`config.mk`:
```
export PLATFORM = sky130hd
export DESIGN_NAME = spi_shifter
export DESIGN_NICKNAME = d
export VERILOG_FILES = /design/src/rtl/spi_pkg.sv /design/src/rtl/spi_shifter.sv
export SDC_FILE = /design/constraint.sdc
export NUM_CORES = 1
export LEC_CHECK = 0
export ABC_AREA = 1
export ABC_CLOCK_PERIOD_IN_PS = 3000
export CELL_PAD_IN_SITES_DETAIL_PLACEMENT = 1
export CELL_PAD_IN_SITES_GLOBAL_PLACEMENT = 1
export CORE_MARGIN = 5
export CORE_UTILIZATION = 45
export CTS_BUF_LIST = sky130_fd_sc_hd__clkbuf_4
export DETAILED_ROUTE_END_ITERATION = 16
export PLACE_DENSITY_LB_ADDON = 0.3
export SLEW_MARGIN = 15
export SYNTH_ARGS = -nofsm -noshare
export SYNTH_HDL_FRONTEND = slang
export SYNTH_SLANG_ARGS = --single-unit
```
`constraint.sdc`:
```
create_clock -name pclk -period 3 [get_ports pclk]
set_clock_uncertainty 0.1 [all_clocks]
set_input_delay 0.6 -clock pclk [delete_from_list [all_inputs] [get_ports pclk]]
set_output_delay 0.6 -clock pclk [all_outputs]
set_load 0.05 [all_outputs]
```
`src/rtl/spi_pkg.sv`:
```
// spi_pkg: shared constants for the SPI master serial data path
package spi_pkg;
    localparam int SPI_DATA_W = 8;
    localparam logic [1:0] ST_IDLE = 2'd0;
    localparam logic [1:0] ST_LOAD = 2'd1;
    localparam logic [1:0] ST_XFER = 2'd2;
    localparam logic [1:0] ST_DONE = 2'd3;
endpackage

```
`src/rtl/spi_shifter.sv`:
```
// spi_shifter: SPI master shift path, drives mosi and assembles the received word
module spi_shifter
    import spi_pkg::*;
#(
    parameter int DATA_W = SPI_DATA_W
) (
    input  logic              pclk,
    input  logic              preset_n,
    input  logic              ss_i,
    input  logic              send_data_i,
    input  logic              lsbfe_i,
    input  logic              cpol_i,
    input  logic              cpha_i,
    input  logic              mosi_s_sclk_i,
    input  logic              mosi_s_sclk0_i,
    input  logic              miso_r_sclk_i,
    input  logic              miso_r_sclk0_i,
    input  logic [DATA_W-1:0] data_mosi_i,
    input  logic              miso_i,
    output logic              mosi_o,
    output logic [DATA_W-1:0] data_miso_o,
    output logic              rx_done_o,
    output logic              busy_o
);
    localparam int CW = $clog2(DATA_W + 1);
    localparam int IW = $clog2(DATA_W);

    logic [1:0]        state;
    logic [DATA_W-1:0] tx_sh;
    logic [DATA_W-1:0] rx_sh;
    logic [CW-1:0]     tx_cnt;
    logic [CW-1:0]     rx_cnt;
    logic              lsb_q;
    logic              cpha_q;
    logic              cpol_q;
    logic              tx_stb;
    logic              rx_stb;

    function automatic logic [IW-1:0] idx(input logic [CW-1:0] k, input logic lsb);
        return lsb ? k[IW-1:0] : IW'(DATA_W - 1) - k[IW-1:0];
    endfunction

    assign tx_stb = (cpol_q ^ cpha_q) ? mosi_s_sclk0_i : mosi_s_sclk_i;
    assign rx_stb = (cpol_q ^ cpha_q) ? miso_r_sclk0_i : miso_r_sclk_i;
    assign busy_o = state != ST_IDLE;

    // transfer sequencing: latch config, shift bits out/in, publish the received word
    always_ff @(posedge pclk or negedge preset_n) begin
        if (!preset_n) begin
            state       <= ST_IDLE;
            tx_sh       <= '0;
            rx_sh       <= '0;
            tx_cnt      <= '0;
            rx_cnt      <= '0;
            lsb_q       <= 1'b0;
            cpha_q      <= 1'b0;
            cpol_q      <= 1'b0;
            mosi_o      <= 1'b0;
            data_miso_o <= '0;
            rx_done_o   <= 1'b0;
        end else begin
            rx_done_o <= 1'b0;
            case (state)
                ST_IDLE: if (send_data_i) begin
                    tx_sh  <= data_mosi_i;
                    lsb_q  <= lsbfe_i;
                    cpha_q <= cpha_i;
                    cpol_q <= cpol_i;
                    tx_cnt <= '0;
                    rx_cnt <= '0;
                    state  <= ST_LOAD;
                end
                ST_LOAD: if (ss_i) begin
                    tx_cnt <= '0;
                    rx_cnt <= '0;
                    state  <= ST_IDLE;
                end else begin
                    if (!cpha_q) begin
                        mosi_o <= tx_sh[idx('0, lsb_q)];
                        tx_cnt <= CW'(1);
                    end
                    state <= ST_XFER;
                end
                ST_XFER: if (ss_i) begin
                    tx_cnt <= '0;
                    rx_cnt <= '0;
                    state  <= ST_IDLE;
                end else begin
                    if (tx_stb && tx_cnt < CW'(DATA_W)) begin
                        mosi_o <= tx_sh[idx(tx_cnt, lsb_q)];
                        tx_cnt <= tx_cnt + 1'b1;
                    end
                    if (rx_stb) begin
                        rx_sh[idx(rx_cnt, lsb_q)] <= miso_i;
                        rx_cnt <= rx_cnt + 1'b1;
                        if (rx_cnt == CW'(DATA_W - 1)) state <= ST_DONE;
                    end
                end
                default: begin
                    data_miso_o <= rx_sh;
                    rx_done_o   <= 1'b1;
                    state       <= ST_IDLE;
                end
            endcase
        end
    end
endmodule
```
* After elaboration in Yosys (flattened, before gate mapping)
Cells that the tools add are included.
** Cells by class
- Add/sub/neg operators :: 4
- $lt $le $gt $ge :: 5
- Equality and inequality tests :: 13
- Muxes and demuxes :: 34
- Bitwise operators :: 2
- Reductions and logical operators :: 13
** Operators with widths (count)
- 4-bit 2-to-1 mux :: 8
- 4-bit one-hot mux with 3 select lines :: 2
- 3-bit by 4-bit less-than comparator with 1-bit output (second input constant) :: 3
- 2-bit != test (second input constant) :: 6
- 3-bit != test (second input constant) :: 4
- 1-bit 2-to-1 mux :: 10
- 2-bit 2-to-1 mux :: 5
- 3-bit 2-to-1 mux :: 3
- 4-bit by 1-bit adder with 4-bit output (second input constant) :: 2
- 8-bit bitwise mux :: 1
- 4-bit AND reduction :: 2
- 1-bit binary-select mux with 3-bit select :: 2
- 2-bit one-hot mux with 3 select lines :: 1
- 3-bit AND reduction :: 2
- 3-bit subtractor (first input constant) :: 2
- 5-bit AND reduction :: 1
- 4-bit by 3-bit equality test with 1-bit output (second input constant) :: 1
- 4-bit less-than comparator (second input constant) :: 1
- 2-bit nonzero test :: 2
- 1-bit demux with 3-bit select :: 1
- 3-bit by 1-bit greater-or-equal comparator with 1-bit output (second input constant) :: 1
- 3-bit nonzero test :: 1
- 3-bit OR reduction :: 1
- 2-bit by 1-bit equality test with 1-bit output (second input constant) :: 1
- 7 further kinds :: 8
** Storage, ports and cells
- Bits in registers :: 39
- Input port bits :: 20
- Output and inout port bits :: 11
- Logic and storage cells :: 82

* Depth between registers and ports, before layout
- Depth after elaboration :: 7
- Gate-level depth with buffers :: 10
- Depth with buffers taken out :: 10

* Worst setup path before layout
OpenSTA, ideal clock, no wires.
- Path kind :: register to register
- From :: reg state[0]
- To :: reg tx_cnt[3]
- Setup time :: 0.119 ns
- Data arrival time :: 1.530 ns
- Data required time :: 2.781 ns
- Setup slack :: 1.251 ns
- Stages on the path, launching flop included :: 11
- Path buffers :: 0
- Period minus slack after synthesis :: 1.749 ns
- Path through :: dfrtp_1 -> inv_1 -> ha_1 -> inv_2 -> or2_4 -> nand2_4 -> nor2_1 -> nand2_2 -> inv_1 -> o21ai_1 -> and2_1
** On the way
- Longest elaborated chain between the ends :: 3
- Elaborated cells between the ends (all ways) :: 9
- Those cells by class :: 5 x eq/ne; 1 x mux; 3 x reduce/logical
** RTL lines
- start, declared :: line spi_shifter.sv:28 : logic [1:0] state;
- start signal, assigned :: line spi_shifter.sv:50 : state <= ST_IDLE;
- start signal, assigned :: line spi_shifter.sv:71 : state <= ST_LOAD;
- start signal, assigned :: line spi_shifter.sv:76 : state <= ST_IDLE;
- 2-bit equality test (tied with other cells) :: line spi_shifter.sv:63 : case (state)
- 3-bit != test (no line) (tied with other cells)
- 4-bit AND reduction (no line)
- end signal, assigned :: line spi_shifter.sv:91 : tx_cnt <= tx_cnt + 1'b1;
- end, declared :: line spi_shifter.sv:31 : logic [CW-1:0] tx_cnt;
Several ways; a longest one is shown, not always the timed one.
A chain may end at the register's enable or synchronous reset.

* Worst setup path after layout
- From :: reg state[0]
- To :: out busy_o
** On the way
- Longest elaborated chain between the ends :: 1
** RTL lines
- 2-bit nonzero test :: line spi_shifter.sv:45 : assign busy_o = state != ST_IDLE;
- end, declared :: line spi_shifter.sv:23 : output logic busy_o
No other way between the ends.

==> results.sh <==
export IMPL_status="finished clean"
export IMPL_fmax_ghz=0.378
export IMPL_grt_pass1_wl_mm=8.02
export IMPL_met2WireLength_mm=2.58
export IMPL_fp_dieArea_um2=6210
export IMPL_fin_tns_setup_ns=0
export IMPL_grt_max_degree=40
export IMPL_r2r_start="state[0]$_DFFE_PN0P_"
export IMPL_reg2reg_depth=8
export IMPL_crit_type="flip-flop to primary output"
export IMPL_clkTransAtPathRegs_ns=0.12
export IMPL_core_area_um2=4660
export IMPL_drt_iter0_drc=52
export IMPL_met3_length_um=162
export IMPL_synthCells=257
export IMPL_netlist_area_um2=2130
export IMPL_ir_worst_vdd_v=0.000423
export IMPL_cts_tree="built"
export IMPL_syn_area_per_cell_um2=8.29
export IMPL_antenna_left=0
export IMPL_clkLatencyLatePin_ns=0.34
export IMPL_area_growth_pct=19.5
export IMPL_crit_slowest_cell="clkdlybuf4s50_1"
export IMPL_drv_slew=0
export IMPL_period_needed_ns=2.64
export IMPL_cts_root_buf="clkbuf_4"
export IMPL_critPathMaxStageDelay_ns=0.79
export IMPL_vias_per_cell=5.10
export IMPL_ctsResizeCount=0
export IMPL_postCtsSetupRepairBufs=0
export IMPL_h_tree_depth=2
export IMPL_gr_total_overflow=0
export IMPL_antenna_found_initial=0
export IMPL_groute_usage_overall_pct=16.6
export IMPL_start_kind="flip-flop"
export IMPL_total_power_mw=2.54
export IMPL_diodes=0
export IMPL_top_layer_used="met4"
export IMPL_numPortBuffers=30
export IMPL_leakage_nw=1.28
export IMPL_cts_buffers=5
export IMPL_synth_seq_cells=39
export IMPL_die_x_um=78.8
export IMPL_place_congestion=0.743
export IMPL_hpwlAfterDp_mm=3.72
export IMPL_yosys_warnings=0
export IMPL_grt_pass1_vias=1752
export IMPL_pin_count=31
export IMPL_clockBufferDepth=2
export IMPL_setup_viol=0
export IMPL_start_util_pct=45.7
export IMPL_syn_nets=283
export IMPL_arrival_ns=1.94
export IMPL_drive_gt1_share_pct=14.5
export IMPL_crit_path_cell_trace="inv_1 > ha_1 > inv_2 > clkdlybuf4s50_1"
export IMPL_fp_dieH_um=78.8
export IMPL_synth_cell_types=30
export IMPL_post_route_period_util_pct=88.2
export IMPL_cap_viol_max_count=0
export IMPL_cp_max_fo=4
export IMPL_hold_class="primary input to asynchronous set/reset pin"
export IMPL_rows=25
export IMPL_p_per_area_nw_per_um2=998
export IMPL_m1WireLength_mm=1.97
export IMPL_ys_seq_area_share_pct=45.8
export IMPL_totalWireLength_mm=4.74
export IMPL_layout_nets=315
export IMPL_drc=0
export IMPL_cts_sinks=39
export IMPL_cts_hold_fix_buffers=0
export IMPL_cp_startpoint="state[0]$_DFFE_PN0P_"
export IMPL_required_ns=2.30
export IMPL_end_kind="primary output"
export IMPL_hold_viol=0
export IMPL_worst_pin_slew_ns=0.864
export IMPL_rsz0062_at_grt="false"
export IMPL_firstDrtPassIters=4
export IMPL_wire_per_inst_um=13.8
export IMPL_relSlewSlack_pct=42.4
export IMPL_num_vias=1754
-- critical path, delay by kind of cell, from the launching register on --
family	cells	cell delay (ns)
buffers and inverters	3	0.94
DFF	1	0.41
adders and majority gates	1	0.24
-- placed cells by master (no fill, tap or decap), types with 8 or more instances in the layout --
master           count
o21ai_0              8
a21oi_1             16
dfrtp_1             39
o21ai_1             15
nor2_1              18
nand2_1             59
inv_1               29
clkdlybuf4s50_1     29
inv_2                9
nand3_1             18
-- path summary, 6_finish.rpt --
kind | end | slack [ns]
worst max-delay path | busy_o | 0.36
worst min-delay path | tx_sh[3]$_DFFE_PN0P_ | 0.25
worst max register to register | tx_cnt[3]$_DFFE_PN0P_ | 1.05
worst min register to register | data_miso_o[1]$_DFFE_PN0P_ | 0.39
max in group asynchronous | rx_cnt[3]$_DFFE_PN0P_ | 2.00
min in group pclk | data_miso_o[1]$_DFFE_PN0P_ | 0.39
-- Yosys cell counts, drive strengths merged --
master  count  area (um2)
clkbuf      3        11.3
ha          6        75.1
mux2i       1        22.5
buf         2        12.5
or2         1        8.76
xor2        5        51.3
o211ai      1        7.51
o21ai      24         131
nand3b      1        7.51
nand3      19         100
a21oi      17        88.8
xnor2       1        8.76
nand2      69         314
and2        1        6.26
inv        38         143
nor3        2        10.0
dfrtp      39         976
nor2       27         156
-- routing by layer --
| metal | vias to the layer above | track usage, % |
|---|---|---|
| met5 | - | 0 |
| met4 | 0 | 3.09 |
| met3 | 4 | 4.20 |
| met2 | 26 | 31.7 |
| met1 | 852 | 18.6 |
| li1 | 872 | - |
-- metrics by stage --
stage / worst slack (ns) / instance area [um2] / util [%] / hold slack [ns] / std cells
2_1_floorplan: 1.25 / 2130 / - / 0.204 / 257
3_5_place_dp: 0.741 / 2470 / 53.0 / 0.362 / 336
6_report: 0.355 / 2550 / 54.6 / 0.251 / 344
3_3_place_gp: 0.795 / 2470 / 53.0 / 0.353 / 336
5_1_grt: 0.281 / 2550 / 54.6 / 0.309 / 344
4_1_cts: 0.346 / 2550 / 54.6 / 0.287 / 344
-- final cells by class --
class                   instances  area, um2
clock inverters                 3       38.8
multi-input cells             175        988
well taps                      54       67.6
flip-flops and latches         39        976
inverters                      38        143
clock buffers                   5       37.5
fillers                       570       2110
repair buffers                 30        295
-- cell families after synthesis --
group | share of synthesized area (%)
adder cells (fa/ha/maj) | 3.52
XOR/XNOR | 2.82
buffers and inverters | 7.81
flip-flops | 45.8
multiplexers | 1.06
AO/OA/AOI/OAI | 10.7
AND/OR/NAND/NOR | 28.3
-- flip-flops by register name (all words and copies together) (netlist names) --
| register | flops |
|---|---|
| mosi_o | 1 |
| tx_sh | 8 |
| data_miso_o | 8 |
| lsb_q | 1 |
| state | 2 |
| rx_done_o | 1 |
| cpha_q | 1 |
| rx_sh | 8 |
| tx_cnt | 4 |
| rx_cnt | 4 |
| cpol_q | 1 |
-- where the power goes --
part | internal, mW | switching (mW)
logic | 0.439 | 0.908
registers | 0.725 | 0.126
clock network | 0.171 | 0.172
total | 1.34 | 1.21
(Power assumes the default switching activity.)
